--- config.mk ---
export PLATFORM = sky130hd
export DESIGN_NAME = tff_toggle_gen
export DESIGN_NICKNAME = d
export VERILOG_FILES = /design/src/rtl/tff_toggle_gen.sv
export SDC_FILE = /design/constraint.sdc
export NUM_CORES = 1
export LEC_CHECK = 0
export BUFFER_PORTS_ARGS = -buffer_cell sky130_fd_sc_hd__buf_4
export CAP_MARGIN = 20
export CORE_MARGIN = 10
export CORE_UTILIZATION = 60
export DETAILED_ROUTE_END_ITERATION = 10
export MAX_ROUTING_LAYER = met4
export PLACE_DENSITY = 0.89
export SLEW_MARGIN = 30
export SYNTH_ARGS = -nofsm -noshare
export SYNTH_HDL_FRONTEND = slang
export SYNTH_SLANG_ARGS = --single-unit
--- constraint.sdc ---
create_clock -name clk -period 5.2 [get_ports clk]
set_input_delay 1.04 -clock clk [delete_from_list [all_inputs] [get_ports clk]]
set_output_delay 1.04 -clock clk [all_outputs]
set_load 0.005 [all_outputs]
--- src/rtl/tff_toggle_gen.sv ---
// tff_toggle_gen: programmable toggle-enable generator feeding a downstream T flip-flop.
//
// Emits single-cycle T pulses every P enabled cycles (P = latched period, 0 treated as 1),
// either continuously until stop, or as a one-shot burst of a latched number of pulses.
//
// Ports:
//   clk     rising-edge clock
//   rst_n   asynchronous active-low reset
//   start   start request, sampled in idle only
//   stop    abort request, sampled in run (also blocks a start in idle)
//   en      count enable; low freezes the period count and suppresses T
//   mode    0 = continuous, 1 = one-shot burst
//   period  cycles between T pulses, latched on start
//   burst   pulse count for one-shot mode, latched on start
//   t       one-cycle toggle pulse
//   busy    high while running
//   done    one-cycle pulse when a burst completes or a stop is taken
//   tcnt    T pulses issued since the last start (wraps)
//   q, qn   internal T flop output and its complement
//           (present only with TFF_TOGGLE_GEN_QOUT_EN defined)
//
// Optional feature macro: TFF_TOGGLE_GEN_QOUT_EN
module tff_toggle_gen #(
  parameter int unsigned WIDTH = 8
) (
  input  logic             clk,
  input  logic             rst_n,
  input  logic             start,
  input  logic             stop,
  input  logic             en,
  input  logic             mode,
  input  logic [WIDTH-1:0] period,
  input  logic [WIDTH-1:0] burst,
`ifdef TFF_TOGGLE_GEN_QOUT_EN
  output logic             q,
  output logic             qn,
`endif
  output logic             t,
  output logic             busy,
  output logic             done,
  output logic [WIDTH-1:0] tcnt
);

  typedef enum logic [1:0] {StIdle, StRun, StFin} state_e;

  state_e           state_q, state_d;
  logic [WIDTH-1:0] cnt_q, cnt_d;
  logic [WIDTH-1:0] tcnt_q, tcnt_d;
  logic [WIDTH-1:0] period_q, period_d;
  logic [WIDTH-1:0] burst_q, burst_d;
  logic             mode_q, mode_d;
  logic             t_q, t_d;
  logic             busy_q, busy_d;
  logic             done_q, done_d;

  logic [WIDTH-1:0] cnt_last;
  logic             burst_hit;

  // Terminal count value; a zero period behaves like a period of one.
  assign cnt_last  = (period_q == '0) ? '0 : period_q - WIDTH'(1);
  assign burst_hit = mode_q && (tcnt_q == burst_q);

  always_comb begin
    state_d  = state_q;
    cnt_d    = cnt_q;
    tcnt_d   = tcnt_q;
    period_d = period_q;
    burst_d  = burst_q;
    mode_d   = mode_q;
    t_d      = 1'b0;

    unique case (state_q)
      StIdle: begin
        if (start && !stop) begin
          period_d = period;
          burst_d  = burst;
          mode_d   = mode;
          cnt_d    = '0;
          tcnt_d   = '0;
          // An empty burst finishes immediately without any pulse.
          state_d  = (mode && (burst == '0)) ? StFin : StRun;
        end
      end
      StRun: begin
        // Once the burst is complete no further pulse may be scheduled.
        if (en && !burst_hit) begin
          if (cnt_q == cnt_last) begin
            cnt_d  = '0;
            t_d    = 1'b1;
            tcnt_d = tcnt_q + WIDTH'(1);
          end else begin
            cnt_d  = cnt_q + WIDTH'(1);
          end
        end
        // A pulse scheduled on the stop edge is still issued.
        if (burst_hit || stop) begin
          state_d = StFin;
        end
      end
      StFin: begin
        state_d = StIdle;
      end
      default: begin
        state_d = StIdle;
      end
    endcase

    busy_d = (state_d == StRun);
    done_d = (state_d == StFin);
  end

  always_ff @(posedge clk or negedge rst_n) begin
    if (!rst_n) begin
      state_q  <= StIdle;
      cnt_q    <= '0;
      tcnt_q   <= '0;
      period_q <= '0;
      burst_q  <= '0;
      mode_q   <= 1'b0;
      t_q      <= 1'b0;
      busy_q   <= 1'b0;
      done_q   <= 1'b0;
    end else begin
      state_q  <= state_d;
      cnt_q    <= cnt_d;
      tcnt_q   <= tcnt_d;
      period_q <= period_d;
      burst_q  <= burst_d;
      mode_q   <= mode_d;
      t_q      <= t_d;
      busy_q   <= busy_d;
      done_q   <= done_d;
    end
  end

  assign t    = t_q;
  assign busy = busy_q;
  assign done = done_q;
  assign tcnt = tcnt_q;

`ifdef TFF_TOGGLE_GEN_QOUT_EN
  logic q_q;

  always_ff @(posedge clk or negedge rst_n) begin
    if (!rst_n) begin
      q_q <= 1'b0;
    end else if (t_q) begin
      q_q <= ~q_q;
    end
  end

  assign q  = q_q;
  assign qn = ~q_q;
`endif

endmodule
==> summary.txt, run 1 <==
Global routing
  – Antenna violations before repair: 0
  – First-pass GRT wire length: 8.32 mm
  – Number of global-route vias before repair: 1808
  – GRT Util Overall: 16.4%
  – Pin count of the biggest net entering global routing: 39
  – Grt total ovfl: 0

Place
  – HPWL Detailed: 3.61 mm
  – PortBufs: 32
  – Placer Congestion: 0.958

Synth
  – Largest cells by area after synthesis: dfrtp_1 43%, mux2_2 7.1%, xnor2_1 4.8%
  – Most common cell in the netlist: dfrtp_1
  – Seq cells post-synth: 38
  – Post-Syn Area: 2210 um2
  – Register area share after synthesis: 43.0%
  – Most frequent cells after synthesis: 38 x dfrtp_1, 16 x nor2_1, 15 x inv_1
  – Cells after synthesis: 230
  – Largest area contributor in the synthesized netlist: dfrtp_1
  – Async S/R FF share, synth: 100%
  – YS warnings: 0
  – Top cell type's share of synthesized area: 43.0%
  – Yosys cell types: 47
  – Synthesized area per cell: 9.61 um2
  – Post-synth EDFFs: 0
  – Syn Nets: 255
  – Top_reg_cell synth: dfrtp_1

Routing
  – Detailed Route WL: 4.88 mm
  – Drt via density: 5.95
  – Initial DRC count: 156
  – WL per Instance: 16.0 um
  – Drc violations: 0
  – Post-DRT Antenna Nets: 0
  – Via count: 1815
  – DRT Pass-1 Iters: 4

Layout
  – Share of cells above drive strength 1: 23.6%
  – Final Util: 74.3%
  – # diodes: 0
  – Fill cells: 265
  – Layout Nets: 283
  – Area delta synth->final: 15.7%

STA
  – Max Fclk: 0.322 GHz
  – Minimum clock period: 3.11 ns
  – Unrepaired setup endpoints after global routing: false
  – Endpoints failing hold: 0
  – Final setup viols: 0
  – Tcrit/Tclk final: 59.8%
  – Slew Limit Fails: 0
  – Max-Slew Margin vs Limit: 68.5%
  – Fin Clk Skew: 0.00570 ns
  – Setup tns final: 0 ns
  – Slew @ Worst Pin: 0.473 ns

Hold path
  – Class of the worst hold path: flip-flop to flip-flop

CTS
  – Root Driver: clkbuf_8
  – Post_cts resized: 0
  – Clk pin slew, worst setup/hold paths: 0.07 ns
  – TritonCTS clock tree: built
  – H-Tree Depth: 2
  – Post-CTS Setup Inserts: 0
  – CTS Sinks: 38
  – Worst-Skew Late Latency: 0.30 ns
  – Cts hold-fix bufs: 0
  – Clock tree buffer depth: 2
  – CTS buffer count: 5

Flow run
  – Max_cap viols: 0

Setup path
  – Crit path arrival time: 3.30 ns
  – Critical Path RT: 5.39 ns
  – Crit Path Category: flip-flop to flip-flop
  – Setup crit end kind: flip-flop
  – Critical path fanouts, max: 17
  – CP Launch Type: flip-flop

Floorplan
  – Core region area: 3440 um2
  – Die ar.: 6510 um2
  – Io pins: 33
  – Row Count: 21
  – Die Wd: 80.7 um
  – Die Ht: 80.7 um
  – Starting Density: 64.2%

Status
  – Status: complete, no violations

Power and ir drop
  – Pwr Density: 358 nW/um2
  – Static Leak: 0.00114 uW
  – Worst vdd ir: 238 uV
[routing by layer]
layer  GRT usage, %  vias up  part of all wire [%]
met5              -        -                     0
met4           6.75        0                  0.98
met3           3.90        6                   5.4
met2           27.4       51                    51
met1           18.5      874                    42
li1               -      884                     -
[critical path: stages (launching register included)]
cell      delay (ns)
dfrtp_1         0.42
inv_1           0.09
ha_1            0.38
nand2b_4        0.09
or3_1           0.37
nor4_2          0.25
o32a_1          0.22
nand4_1         0.17
o21ai_4         0.42
and2_4          0.25
mux2_2          0.33
[worst paths after layout]
| kind | slack (ns) | startpoint | end | cells after the start |
|---|---|---|---|---|
| worst max-delay path | 2.09 | period_q[0] | tcnt[0] | 10 |
| worst min-delay path | 0.51 | mode_q | mode_q | 1 |
| worst max register to register | 2.09 | period_q[0] | tcnt[0] | 10 |
| worst min register to register | 0.51 | mode_q | mode_q | 1 |
| max in group asynchronous | 4.18 | rst_n | burst_q[2] | 1 |
| min in group asynchronous | 0.68 | rst_n | period_q[2] | 1 |
[where the power goes]
group          switching (uW)  internal, uW  leakage [uW]
clock                     109           107     0.0000482
sequential               72.8           347      0.000490
combinational             138           143      0.000603
[flip-flops by register name, indices dropped and copies added (netlist names)]
signal / cells
burst_q: 8
cnt_q: 8
period_q: 8
tcnt: 8
state_q: 2
busy: 1
done: 1
mode_q: 1
t: 1
[area by class of cell]
class / instances / area [um2] / area share [%]
clock buffer: 7 / 86.3 / 3.38
clock inverter: 1 / 5.00 / 0.196
inverter: 15 / 56.3 / 2.20
multi-input combinational: 165 / 1150 / 45.1
sequential: 38 / 951 / 37.2
tap: 46 / 57.6 / 2.25
timing repair buffer: 33 / 248 / 9.69
[metrics by stage]
step / setup slack [ns] / cells / total power [uW] / area (um2) / hold WS [ns]
floorplan: 2.59 / 230 / 625 / 2210 / 0.481
detailed placement: 2.11 / 297 / 705 / 2470 / 0.498
global route: 1.83 / 305 / 971 / 2560 / 0.530
finish: 2.09 / 305 / 916 / 2560 / 0.513
CTS: 2.10 / 305 / 917 / 2560 / 0.514
global placement: 2.21 / 297 / 693 / 2470 / 0.492
[cells by family after synthesis]
group / Yosys count / share of synthesized area, %
buffers and inverters: 27 / 5.04
and+or+nand+nor: 80 / 20.0
adders and majority gates: 3 / 1.70
xor gates and xnor gates: 16 / 6.34
AOI/OAI and AO/OA: 48 / 14.9
muxes: 18 / 8.95
DFF: 38 / 43.0
[cells in the final DEF (no fill, tap or decap), types with 6 or more instances in the layout]
master    count
inv_1        15
clkbuf_8      6
nor2_1       16
nand3_1      11
dfrtp_1      38
nor3_1        8
buf_4        33
mux2_2       14
o21ai_0      11
nand2_1      13
xnor2_1      12
a22o_1        6
a21oi_1       9
Note: power is estimated with default switching activity, not from simulation.
==> inputs of run 2 (changes only) <==
--- a/config.mk
+++ b/config.mk
@@ -8,10 +8,10 @@
 export BUFFER_PORTS_ARGS = -buffer_cell sky130_fd_sc_hd__buf_4
 export CAP_MARGIN = 20
 export CORE_MARGIN = 10
-export CORE_UTILIZATION = 60
+export CORE_UTILIZATION = 51
 export DETAILED_ROUTE_END_ITERATION = 10
 export MAX_ROUTING_LAYER = met4
-export PLACE_DENSITY = 0.89
+export PLACE_DENSITY = 0.81
 export SLEW_MARGIN = 30
 export SYNTH_ARGS = -nofsm -noshare
 export SYNTH_HDL_FRONTEND = slang
==> constraint.sdc (replaced) <==
create_clock -name clk -period 2.8 [get_ports clk]
set_input_delay 0.56 -clock clk [delete_from_list [all_inputs] [get_ports clk]]
set_output_delay 0.56 -clock clk [all_outputs]
set_load 0.005 [all_outputs]
==> run 2 against run 1 <==
Effect of this change: worst hold slack got worse by 0.30 ns; final area rose by 3.4%; die area rose by 13%; combinational power rose by 100%; fmax rose by 15%; critical endpoint unchanged.
==> summary.txt, run 2 (synthesis gave the netlist of run 1 again) <==
Floorplan
  – Starting Density: 54.1%
  – Die ar.: 7370 um2
  – Core region area: 4090 um2
  – Io pins: 33
  – Die Wd: 85.8 um
  – Row Count: 23
  – Die Ht: 85.8 um

STA
  – Slew Limit Fails: 0
  – Endpoints failing hold: 0
  – Final setup viols: 0
  – Fin Clk Skew: 0.00450 ns
  – Slew @ Worst Pin: 0.483 ns
  – Crit path setup slack, layout: 0.105 ns
  – Hold Slack: 0.214 ns
  – Setup tns final: 0 ns
  – Tcrit/Tclk final: 96.2%
  – Minimum clock period: 2.69 ns
  – Max Fclk: 0.371 GHz
  – Max-Slew Margin vs Limit: 67.8%

CTS
  – CTS buffer count: 5
  – Cts hold-fix bufs: 0
  – H-Tree Depth: 2
  – CTS Sinks: 38
  – Clock tree buffer depth: 2
  – Worst-Skew Late Latency: 0.29 ns
  – TritonCTS clock tree: built
  – Root Driver: clkbuf_8
  – Clk pin slew, worst setup/hold paths: 0.08 ns

Layout
  – Most frequent cells in the layout: 38 x dfrtp_1, 38 x buf_4, 16 x nor2_1
  – Layout Nets: 288
  – Final Util: 64.7%
  – Share of cells above drive strength 1: 26.9%
  – Area delta synth->final: 19.6%
  – # diodes: 0

Routing
  – Detailed Route WL: 5.22 mm
  – Drt via density: 5.98
  – Post-DRT Antenna Nets: 0
  – Initial DRC count: 140
  – WL per Instance: 16.6 um
  – Via count: 1879
  – Drc violations: 0
  – DRT Pass-1 Iters: 4

Setup path
  – Critical Path RT: 2.98 ns
  – Critical path's largest stage delay: 0.42 ns
  – Cell Chain, Critical Path: inv_2, ha_4, nand2b_4, or3_4, nor4_4, o32a_1, nand4_1, o21ai_4, and2_4, mux2_2
  – Critical path fanouts, max: 4
  – Slowest CP cell: dfrtp_1
  – Crit path arrival time: 2.88 ns
  – Crit Path Category: flip-flop to flip-flop
  – Setup crit end kind: flip-flop
  – CP Launch Type: flip-flop

Global routing
  – GRT Util Overall: 14.5%
  – First-pass GRT wire length: 8.66 mm
  – Grt total ovfl: 0
  – Number of global-route vias before repair: 1882
  – Antenna violations before repair: 0
  – Pin count of the biggest net entering global routing: 39

Hold path
  – Class of the worst hold path: primary input to asynchronous set/reset pin

Power and ir drop
  – P_int: 1200 uW
  – Clock network power share: 25.5%
  – Sw Ratio: 34.1%
  – Worst vdd ir: 364 uV
  – Power share of the combinational group: 31.3%
  – Static Leak: 0.00118 uW
  – Pwr Density: 689 nW/um2
  – Psw: 620 uW
  – Post-route total power: 1820 uW
  – Reg power frac: 43.2%

Place
  – PortBufs: 32
  – Placer Congestion: 0.905
  – HPWL Detailed: 3.60 mm
  – Pre-CTS WS: 0.110 ns

Status
  – Status: complete, no violations

Flow run
  – Max_cap viols: 0
run 2: cell type report:
class | count | area, um2
clock buffer | 5 | 68.8
clock inverter | 3 | 40.0
fill | 341 | 1440
inverter | 15 | 56.3
multi-input combinational | 165 | 1180
sequential | 38 | 951
tap | 50 | 62.6
timing repair buffer | 38 | 285
run 2: through the flow:
step / area (um2) / cells
floorplan: 2210 / 230
global placement: 2490 / 304
detailed placement: 2490 / 304
CTS: 2600 / 312
global route: 2640 / 314
finish: 2640 / 314
run 2: repair_timing:
| action | CTS | global route |
|---|---|---|
| buffers inserted | 0 | 2 |
| setup endpoints to repair | 0 | 13 |
| resized for setup | 0 | 6 |
run 2: path summary, 6_finish.rpt:
kind | start | to | slack, ns | cells after the start
setup / recovery | period_q[1] | tcnt[0] | 0.11 | 10
hold / removal | rst_n | period_q[6] | 0.21 | 1
setup reg to reg | period_q[1] | tcnt[0] | 0.11 | 10
hold reg to reg | mode_q | mode_q | 0.52 | 1
max in group asynchronous | rst_n | tcnt[3] | 2.24 | 1
min in group clk | period[7] | period_q[7] | 0.46 | 3
run 2: power by group through the flow:
stage,combinational (uW),sequential (uW),clock [uW]
finish,570,787,464
global route,629,804,498
CTS,537,781,474
detailed placement,532,788,0
global placement,516,784,0
floorplan,428,733,0
run 2: critical path, delay by kind of cell, from the launching register on:
kind / cells / cell delay, ns
muxes: 1 / 0.33
DFF: 1 / 0.42
AOI/OAI and AO/OA: 2 / 0.47
adders and majority gates: 1 / 0.15
and+or+nand+nor: 5 / 1.12
buffers and inverters: 1 / 0.10
run 2: routing by layer:
layer,up-vias,wire [um],GRT usage (%)
met2,68,2640,23.8
li1,894,-,-
met3,10,255,3.50
met1,907,2200,16.8
met4,0,125,5.69
met5,-,0,-
